## config.mk

```make
export PLATFORM = sky130hd
export DESIGN_NAME = scroll_controller
export DESIGN_NICKNAME = d
export VERILOG_FILES = /design/src/rtl/scroll_pkg.sv /design/src/rtl/scroll_prescaler.sv /design/src/rtl/scroll_controller.sv
export SDC_FILE = /design/constraint.sdc
export NUM_CORES = 1
export LEC_CHECK = 0
export BUFFER_PORTS_ARGS = -buffer_cell sky130_fd_sc_hd__buf_2
export CAP_MARGIN = 30
export CORE_MARGIN = 1
export CORE_UTILIZATION = 30
export DETAILED_ROUTE_END_ITERATION = 7
export SYNTH_ARGS = -nofsm -noshare
export SYNTH_HDL_FRONTEND = slang
export SYNTH_SLANG_ARGS = --single-unit
```

## constraint.sdc

```tcl
create_clock -name clk -period 2.1 [get_ports clk]
set_input_delay 0 -clock clk [delete_from_list [all_inputs] [get_ports clk]]
set_output_delay 0 -clock clk [all_outputs]
set_load 0.02 [all_outputs]
```

## src/rtl/scroll_pkg.sv

```systemverilog
// Shared types and constants for the rotating-display scroll sequencer.
package scroll_pkg;

    typedef enum logic {
        ST_RUN    = 1'b0,
        ST_PAUSED = 1'b1
    } state_t;

    localparam logic DIR_FWD = 1'b0;
    localparam logic DIR_REV = 1'b1;

endpackage

```

## src/rtl/scroll_prescaler.sv

```systemverilog
// Speed-scaled prescaler: counts while enabled and flags the terminal count of DIV >> speed.
module scroll_prescaler #(
    parameter int DIV = 50_000_000,
    parameter int CW  = $clog2(DIV)
) (
    input  logic       clk,
    input  logic       reset,
    input  logic       en,
    input  logic       clr,
    input  logic [1:0] speed,
    output logic       done
);

    logic [CW-1:0] cnt;
    logic [31:0]   term;

    // >= so that a speed increase past the current count fires on the next edge
    always_comb begin
        term = 32'(DIV >> speed) - 32'd1;
        done = en && (32'(cnt) >= term);
    end

    always_ff @(posedge clk or posedge reset) begin
        if (reset)
            cnt <= '0;
        else if (clr || !en || done)
            cnt <= '0;
        else
            cnt <= cnt + CW'(1);
    end

endmodule

```

## src/rtl/scroll_controller.sv

```systemverilog
// Rotation-select sequencer for the four-digit HEX display: run/pause, single-step,
// direction and four speed settings driving shifter_decoder.a.
module scroll_controller
    import scroll_pkg::*;
#(
    parameter int DIV = 50_000_000,
    parameter int CW  = $clog2(DIV)
) (
    input  logic       clk,
    input  logic       reset,
    input  logic       run_btn,
    input  logic       step_btn,
    input  logic       dir,
    input  logic [1:0] speed,
    output logic [1:0] shift,
    output logic       tick,
    output logic       running
);

    state_t state, state_nxt;
    logic   run_q, step_q;
    logic   run_e, step_e;
    logic   done, advance;

    assign run_e   = run_btn & ~run_q;
    assign step_e  = step_btn & ~step_q;
    assign running = (state == ST_RUN);

    // Every run/pause transition restarts the period from zero
    scroll_prescaler #(
        .DIV (DIV),
        .CW  (CW)
    ) u_prescaler (
        .clk   (clk),
        .reset (reset),
        .en    (state == ST_RUN),
        .clr   (run_e),
        .speed (speed),
        .done  (done)
    );

    always_ff @(posedge clk or posedge reset) begin
        if (reset) begin
            state  <= ST_RUN;
            run_q  <= 1'b0;
            step_q <= 1'b0;
        end else begin
            state  <= state_nxt;
            run_q  <= run_btn;
            step_q <= step_btn;
        end
    end

    // A run/pause key press always takes priority over a pending advance
    always_comb begin
        state_nxt = state;
        advance   = 1'b0;
        case (state)
            ST_RUN: begin
                if (run_e)
                    state_nxt = ST_PAUSED;
                else if (done)
                    advance = 1'b1;
            end
            ST_PAUSED: begin
                if (run_e)
                    state_nxt = ST_RUN;
                else if (step_e)
                    advance = 1'b1;
            end
            default: state_nxt = ST_RUN;
        endcase
    end

    always_ff @(posedge clk or posedge reset) begin
        if (reset) begin
            shift <= 2'd0;
            tick  <= 1'b0;
        end else begin
            tick <= advance;
            if (advance)
                shift <= (dir == DIR_REV) ? shift - 2'd1 : shift + 2'd1;
        end
    end

endmodule

```

== Word-level counts from Yosys, hierarchy flattened ==
Cells that the tools add are included.

* Register bits: 32
* Output and inout port bits: 4
* Word-level logic and storage cells: 30

* $add $sub $neg: 4
* $lt $le $gt $ge: 1
* Shift-type cells: 1
* Muxes and demuxes: 10
* Bitwise operators: 5
* Reductions and logical operators: 3

{| class="wikitable"
|+ Operator list
! kind !! number
|-
| $ge 26x32->1 || 1
|-
| $shr 26x2->32 const A || 1
|-
| $sub 32x1->32 const B || 1
|-
| $add 26x1->26 const B || 1
|-
| $mux 26 || 1
|-
| $mux 1 || 6
|-
| $pmux 1 s2 || 2
|-
| $not 1->1 || 3
|-
| $add 2x1->2 const B || 1
|-
| $and 1x1->1 || 2
|-
| $logic_or 1x1->1 || 2
|-
| $mux 2 || 1
|-
| $sub 2x1->2 const B || 1
|-
| $logic_and 1x1->1 || 1
|}

== Longest topological paths before layout ==
* Word-level depth: 7
* Gate-level depth with buffers: 11
* Gate-level depth less buffers: 10

== By module ==
From an unflattened synthesis, not the netlist that was laid out.

* Cells, all modules: 214
* Area, all modules: 2,070.7 um2

{| class="wikitable"
|+ Modules (own cells, without submodules)
! module !! instances !! cells an instance !! area an instance (um2) !! sequential area each (um2)
|-
| scroll_prescaler || 1 || 197 || 1,836.8 || 650.6
|-
| scroll_controller || 1 || 17 || 234.0 || 150.1
|}

== Least setup slack after synthesis ==
Ideal clock, no wire load.

* Path type: input port to flip-flop
* Start: input port speed[0]
* End: register u_prescaler.cnt[17]
* Setup time: 0.088 ns
* Arrival: 1.920 ns
* Data required time: 2.012 ns
* Path slack: 0.092 ns
* Stages: 11
* Cell sequence: nor2_1 inv_1 ha_1 ha_1 and4_1 a32oi_1 a21oi_1 o211ai_2 a21oi_4 buf_6 nor3b_1

* Cells in the longest elaborated chain, start to end: 6

{| class="wikitable"
|+ RTL lines
! what !! RTL line !! RTL
|-
| start, declared || scroll_controller.sv:14 || <nowiki>input logic [1:0] speed,</nowiki>
|-
| $shr 26x2->32 || scroll_prescaler.sv:19 || <nowiki>term = 32'(DIV >> speed) - 32'd1;</nowiki>
|-
| $sub 32x1->32 || scroll_prescaler.sv:19 ||
|-
| $ge 26x32->1 || scroll_prescaler.sv:20 || <nowiki>done = en && (32'(cnt) >= term);</nowiki>
|-
| $logic_and 1x1->1 || scroll_prescaler.sv:20 ||
|-
| $logic_or 1x1->1 || scroll_prescaler.sv:26 || <nowiki>else if (clr || !en || done)</nowiki>
|-
| $mux 26 || scroll_prescaler.sv:26 ||
|-
| end signal, assigned || scroll_prescaler.sv:29 || <nowiki>cnt <= cnt + CW'(1);</nowiki>
|-
| end, declared || scroll_prescaler.sv:14 || <nowiki>logic [CW-1:0] cnt;</nowiki>
|}

Every way passes these cells.
A chain may end at the register's enable or synchronous reset.

== Final worst setup path ==
* Start: register u_prescaler.cnt[18]
* End: register u_prescaler.cnt[8]

* Cells in the longest elaborated chain, start to end: 4

{| class="wikitable"
|+ RTL lines
! what !! RTL line
|-
| $ge 26x32->1 || scroll_prescaler.sv:20
|-
| $logic_and 1x1->1 || scroll_prescaler.sv:20
|-
| $logic_or 1x1->1 || scroll_prescaler.sv:26
|-
| $mux 26 || scroll_prescaler.sv:26
|}

Every way passes these cells.

==> flow_summary.html <==
<table>
<tr><th>Metric</th><th>Value</th></tr>
<tr><th colspan="2">Setup path</th></tr>
<tr><td>Largest incremental delay on the critical path</td><td>0.39 ns</td></tr>
<tr><td>Library cell contributing the largest single delay on the critical path</td><td>dfrtp_1</td></tr>
<tr><td>Buffering stage count on the worst path with inverters included</td><td>2</td></tr>
<tr><td>Maximum fanout along the worst path</td><td>12</td></tr>
<tr><td>CP arrival</td><td>approximately 2.2 ns</td></tr>
<tr><td>Required arrival time at the worst endpoint</td><td>2.27 ns</td></tr>
<tr><td>Path type of the worst setup path</td><td>reg2reg</td></tr>
<tr><td>Origin of the critical flop-to-flop path</td><td>u_prescaler.cnt[18]</td></tr>
<tr><td>Slack of the worst reg-to-reg path</td><td>0.09 ns</td></tr>
<tr><td>Crit path capture type</td><td>flip-flop</td></tr>
<tr><td>Kind of start point of the critical path</td><td>flip-flop</td></tr>
<tr><td>Cell type group with the largest total delay on the critical path</td><td>simple AND/OR/NAND/NOR gates</td></tr>
<tr><td>Critical register-to-register path endpoint</td><td>u_prescaler.cnt[8]</td></tr>
<tr><td>Reg2Reg Depth</td><td>8</td></tr>
<tr><td>Worst-path cell chain</td><td>ha_1, nand2_2, buf_4, nor4_4, o211ai_2, a21oi_4, buf_8, nor3b_2</td></tr>
<tr><th colspan="2">Synthesis</th></tr>
<tr><td>Async SR Flop Fraction</td><td>between 90% and 100%</td></tr>
<tr><td>Flip-flop and latch count after synthesis</td><td>32</td></tr>
<tr><td>Sequential fraction of the synthesis area</td><td>36.1%</td></tr>
<tr><td>Yosys Warn Count</td><td>0</td></tr>
<tr><td>Share of cell area taken by muxes after synthesis</td><td>0%</td></tr>
<tr><td>Avg Cell Area, Syn</td><td>10.4 µm²</td></tr>
<tr><td>Area contributors post-synth</td><td>dfrtp_1 36%, ha_1 12%, nor3b_1 7.1%</td></tr>
<tr><td>Most instantiated library cell after synthesis</td><td>dfrtp_1</td></tr>
<tr><td>Commonest cells in the netlist</td><td>32 x dfrtp_1, 22 x ha_1, 21 x nor3b_1</td></tr>
<tr><td>Share of Yosys cell area claimed by the top area cell type</td><td>between 30% and 40%</td></tr>
<tr><td>Number of enable-type register cells in the synthesized netlist</td><td>0</td></tr>
<tr><td>Netlist area before placement</td><td>~2200 µm²</td></tr>
<tr><td>Adder-cell area share of the yosys netlist</td><td>12.4%</td></tr>
<tr><td>Library cell with the largest summed area after synthesis</td><td>dfrtp_1</td></tr>
<tr><td>Fraction of the mapped netlist area in compound gates</td><td>roughly 8.4%</td></tr>
<tr><td>Post-synthesis simple-gate area fraction</td><td>approximately 28%</td></tr>
<tr><td>Post-Syn Nets</td><td>between 200 and 250</td></tr>
<tr><td>Synth Flop Type</td><td>dfrtp_1</td></tr>
<tr><td>Post-Syn Instances</td><td>about 210</td></tr>
<tr><td>Synth unique cells</td><td>44</td></tr>
<tr><td>Xor-xnor portion of the synthesized cell area</td><td>11.4%</td></tr>
<tr><td>Largest family of logic cells by synthesized area</td><td>simple AND/OR/NAND/NOR gates</td></tr>
<tr><th colspan="2">Detailed routing</th></tr>
<tr><td>Top layer in use</td><td>met4</td></tr>
<tr><td>Residual DRC</td><td>0</td></tr>
<tr><td>Number of search-and-repair iterations in the first detailed-routing pass</td><td>4</td></tr>
<tr><td>Number of design-rule violations left by the first detailed-router iteration</td><td>43</td></tr>
<tr><td>DR WL met3</td><td>about 130 µm</td></tr>
<tr><td>Vias per std cell</td><td>roughly 4.8</td></tr>
<tr><td>WL/cell</td><td>13.4 µm</td></tr>
<tr><td>Met1 layer wirelength in the final routing</td><td>2340 µm</td></tr>
<tr><td>Final antenna-violating net count</td><td>0</td></tr>
<tr><td>Routed via count</td><td>around 1.8k</td></tr>
<tr><td>Routed met2 length</td><td>about 2300 µm</td></tr>
<tr><td>Routed Wire Length</td><td>about 4900 µm</td></tr>
<tr><th colspan="2">Timing</th></tr>
<tr><td>Smallest setup slack after layout</td><td>between 0.08 and 0.09 ns</td></tr>
<tr><td>Relative slew slack</td><td>between 40% and 50%</td></tr>
<tr><td>Slew at the pin closest to its max-slew limit</td><td>about 0.76 ns</td></tr>
<tr><td>Setup repair after global routing missed its margin</td><td>true</td></tr>
<tr><td>Total count of max-transition violations in the final report</td><td>0</td></tr>
<tr><td>Final clock skew</td><td>roughly 0.0080 ns</td></tr>
<tr><td>Hold Slack</td><td>around 0.33 ns</td></tr>
<tr><td>Minimum period implied by the final worst setup slack</td><td>between 2 and 2.5 ns</td></tr>
<tr><td>Number of hold violations in the final report</td><td>0</td></tr>
<tr><td>Fmax</td><td>between 0.4 and 0.5 GHz</td></tr>
<tr><td>Setup TNS after final layout</td><td>0 ns</td></tr>
<tr><td>Final setup violating endpoints</td><td>0</td></tr>
<tr><td>Final period util</td><td>a little over nine tenths</td></tr>
<tr><th colspan="2">Final layout</th></tr>
<tr><td>Share of final-layout standard cells stronger than drive strength 1</td><td>around a third</td></tr>
<tr><td>Antenna diodes</td><td>0</td></tr>
<tr><td>Final nets</td><td>about 300</td></tr>
<tr><td>Total of fill cells in the finished design</td><td>between 700 and 800</td></tr>
<tr><td>Area occupied by registers</td><td>about 800 µm²</td></tr>
<tr><td>Final non-filler cell area</td><td>2970 µm²</td></tr>
<tr><td>Synth-to-Final Area Change</td><td>33.6%</td></tr>
<tr><td>Finished Layout Cells</td><td>~370</td></tr>
<tr><td>Total area of multi-input combinational cells</td><td>between 1000 and 1500 µm²</td></tr>
<tr><th colspan="2">Min path</th></tr>
<tr><td>Class of the worst hold path</td><td>in2reg</td></tr>
<tr><td>WHS Path Cells</td><td>5</td></tr>
<tr><td>Launch point of the worst hold path</td><td>dir</td></tr>
<tr><td>Worst hold path endpoint</td><td>shift[1]</td></tr>
<tr><th colspan="2">Run status</th></tr>
<tr><td>Result of the run</td><td>completed</td></tr>
<tr><th colspan="2">Global routing</th></tr>
<tr><td>Overall Global Routing Usage</td><td>approximately 14%</td></tr>
<tr><td>Initial antenna violation count</td><td>0</td></tr>
<tr><td>Largest net degree at the start of global routing</td><td>33</td></tr>
<tr><td>Number of global-route vias before repair</td><td>around 1.8k</td></tr>
<tr><td>Total overflow reported by the global router</td><td>0</td></tr>
<tr><td>Wire length of the first global-routing pass</td><td>about 8500 µm</td></tr>
<tr><th colspan="2">Floorplanning</th></tr>
<tr><td>Number of core rows</td><td>31</td></tr>
<tr><td>Die Y</td><td>88.0 µm</td></tr>
<tr><td>Die outline area</td><td>about 7800 µm²</td></tr>
<tr><td>Core area</td><td>around 7200 µm²</td></tr>
<tr><td>Effective utilization at floorplan</td><td>a little under a third</td></tr>
<tr><td>Width of the die</td><td>around 88 µm</td></tr>
<tr><td>IO Count</td><td>11</td></tr>
<tr><th colspan="2">Power</th></tr>
<tr><td>Pwr dens</td><td>619 nW/µm²</td></tr>
<tr><td>Worst vdd ir</td><td>roughly 0.00036 V</td></tr>
<tr><td>Leak Pwr</td><td>around 1.3 nW</td></tr>
<tr><th colspan="2">Place</th></tr>
<tr><td>DP Wirelength</td><td>approximately 3500 µm</td></tr>
<tr><td>Count of port buffers added during placement</td><td>10</td></tr>
<tr><td>Pre-CTS worst setup slack</td><td>-0.147 ns</td></tr>
<tr><td>Routability Congestion</td><td>a little over 0.8</td></tr>
<tr><td>Placed Area</td><td>between 2000 and 3000 µm²</td></tr>
<tr><td>Total placed cells including tap cells</td><td>approximately 360</td></tr>
<tr><th colspan="2">Clocking</th></tr>
<tr><td>Clk slew on worst S/H paths</td><td>about 0.070 ns</td></tr>
<tr><td>TritonCTS Buffers</td><td>5</td></tr>
<tr><td>Number of clock sinks seen by CTS</td><td>32</td></tr>
<tr><td>Root buffer cell</td><td>clkbuf_8</td></tr>
<tr><td>TritonCTS clock tree</td><td>yes</td></tr>
<tr><td>Clock insertion delay at the later pin of the skew report</td><td>just under 0.3 ns</td></tr>
<tr><td>H-tree depth</td><td>2</td></tr>
<tr><td>Largest buffer count on any clock path</td><td>2</td></tr>
<tr><th colspan="2">Job</th></tr>
<tr><td>Total of max-cap violations</td><td>0</td></tr>
</table>
==> per-stage QoR <==
| step | total power, mW | utilization [%] |
|---|---|---|
| after global routing | 1.94 | 41.1 |
| after detailed placement | 1.17 | 36.7 |
| after floorplan | 1.02 | - |
| after global placement | 1.16 | 36.7 |
| after CTS | 1.84 | 39.2 |
| final | 1.84 | 41.1 |
==> cell type report <==
class / count / area share [%]
Clock inverter: 1 / 1.01
Inverter: 11 / 1.39
Tap cell: 99 / 4.18
Timing Repair Buffer: 53 / 13.5
Clock buffer: 7 / 3.25
Sequential cell: 32 / 27.0
Multi-Input combinational cell: 165 / 49.7
==> flip-flops by register name, summed over array words and instances, names as in the netlist <==
signal           flops
step_q               1
run_q                1
tick                 1
u_prescaler.cnt     26
state                1
shift                2
==> per-layer routing <==
layer	vias up	track usage (%)
li1	876	-
met1	864	18.7
met2	22	23.4
met3	7	2.17
met4	0	7.33
met5	-	0
==> kinds of logic after synthesis <==
kind of cell,Yosys count
AND/OR/NAND/NOR,88
flip-flops,32
XOR/XNOR,28
AO/OA/AOI/OAI,25
adder cells (fa/ha/maj),22
buffers and inverters,17
other,2
==> report_power, final <==
part / total, mW / internal [mW] / leakage [nW] / switching (mW)
Combinational: 0.440 / 0.217 / 0.843 / 0.223
Sequential: 0.734 / 0.672 / 0.434 / 0.0619
Clock: 0.663 / 0.419 / 0.0645 / 0.244
==> cells in the final DEF, fill, tap and decap left out, types with 9 or more instances in the layout <==
cell,netlist,layout
nor3b_2,5,13
ha_1,22,18
buf_2,0,10
nor3b_1,21,13
nor2_1,9,9
nand3_1,13,11
xor2_1,15,15
buf_4,1,38
nand2_1,11,10
dfrtp_1,32,32
inv_1,11,11
xnor2_1,12,12
==> worst register-to-register path: stages (launching register included) <==
cell	delay (ns)
dfrtp_1	0.39
ha_1	0.30
nand2_2	0.06
buf_4	0.14
nor4_4	0.33
o211ai_2	0.18
a21oi_4	0.26
buf_8	0.19
nor3b_2	0.06
==> how the worst max path moves through the flow <==
stage / start / end / slack [ns] / cells after the start
5_1_grt: u_prescaler.cnt[6] / u_prescaler.cnt[11] / -0.01 / 8
3_3_place_gp: speed[0] / u_prescaler.cnt[14] / -0.07 / 12
4_1_cts: u_prescaler.cnt[17] / u_prescaler.cnt[7] / -0.008 / 9
3_5_place_dp: speed[0] / u_prescaler.cnt[8] / -0.15 / 12
2_1_floorplan: speed[0] / u_prescaler.cnt[17] / 0.09 / 11
6_report: u_prescaler.cnt[18] / u_prescaler.cnt[8] / 0.09 / 8
==> timing repair <==
item                                    in CTS  in global routing
resized for setup                            2                 24
hold buffers                                 3                  0
setup buffers                                1                  1
endpoints found under the setup margin      12                 25
endpoints found under the hold margin       34                  0
pin swaps                                    0                  8
(Power assumes the default switching activity.)
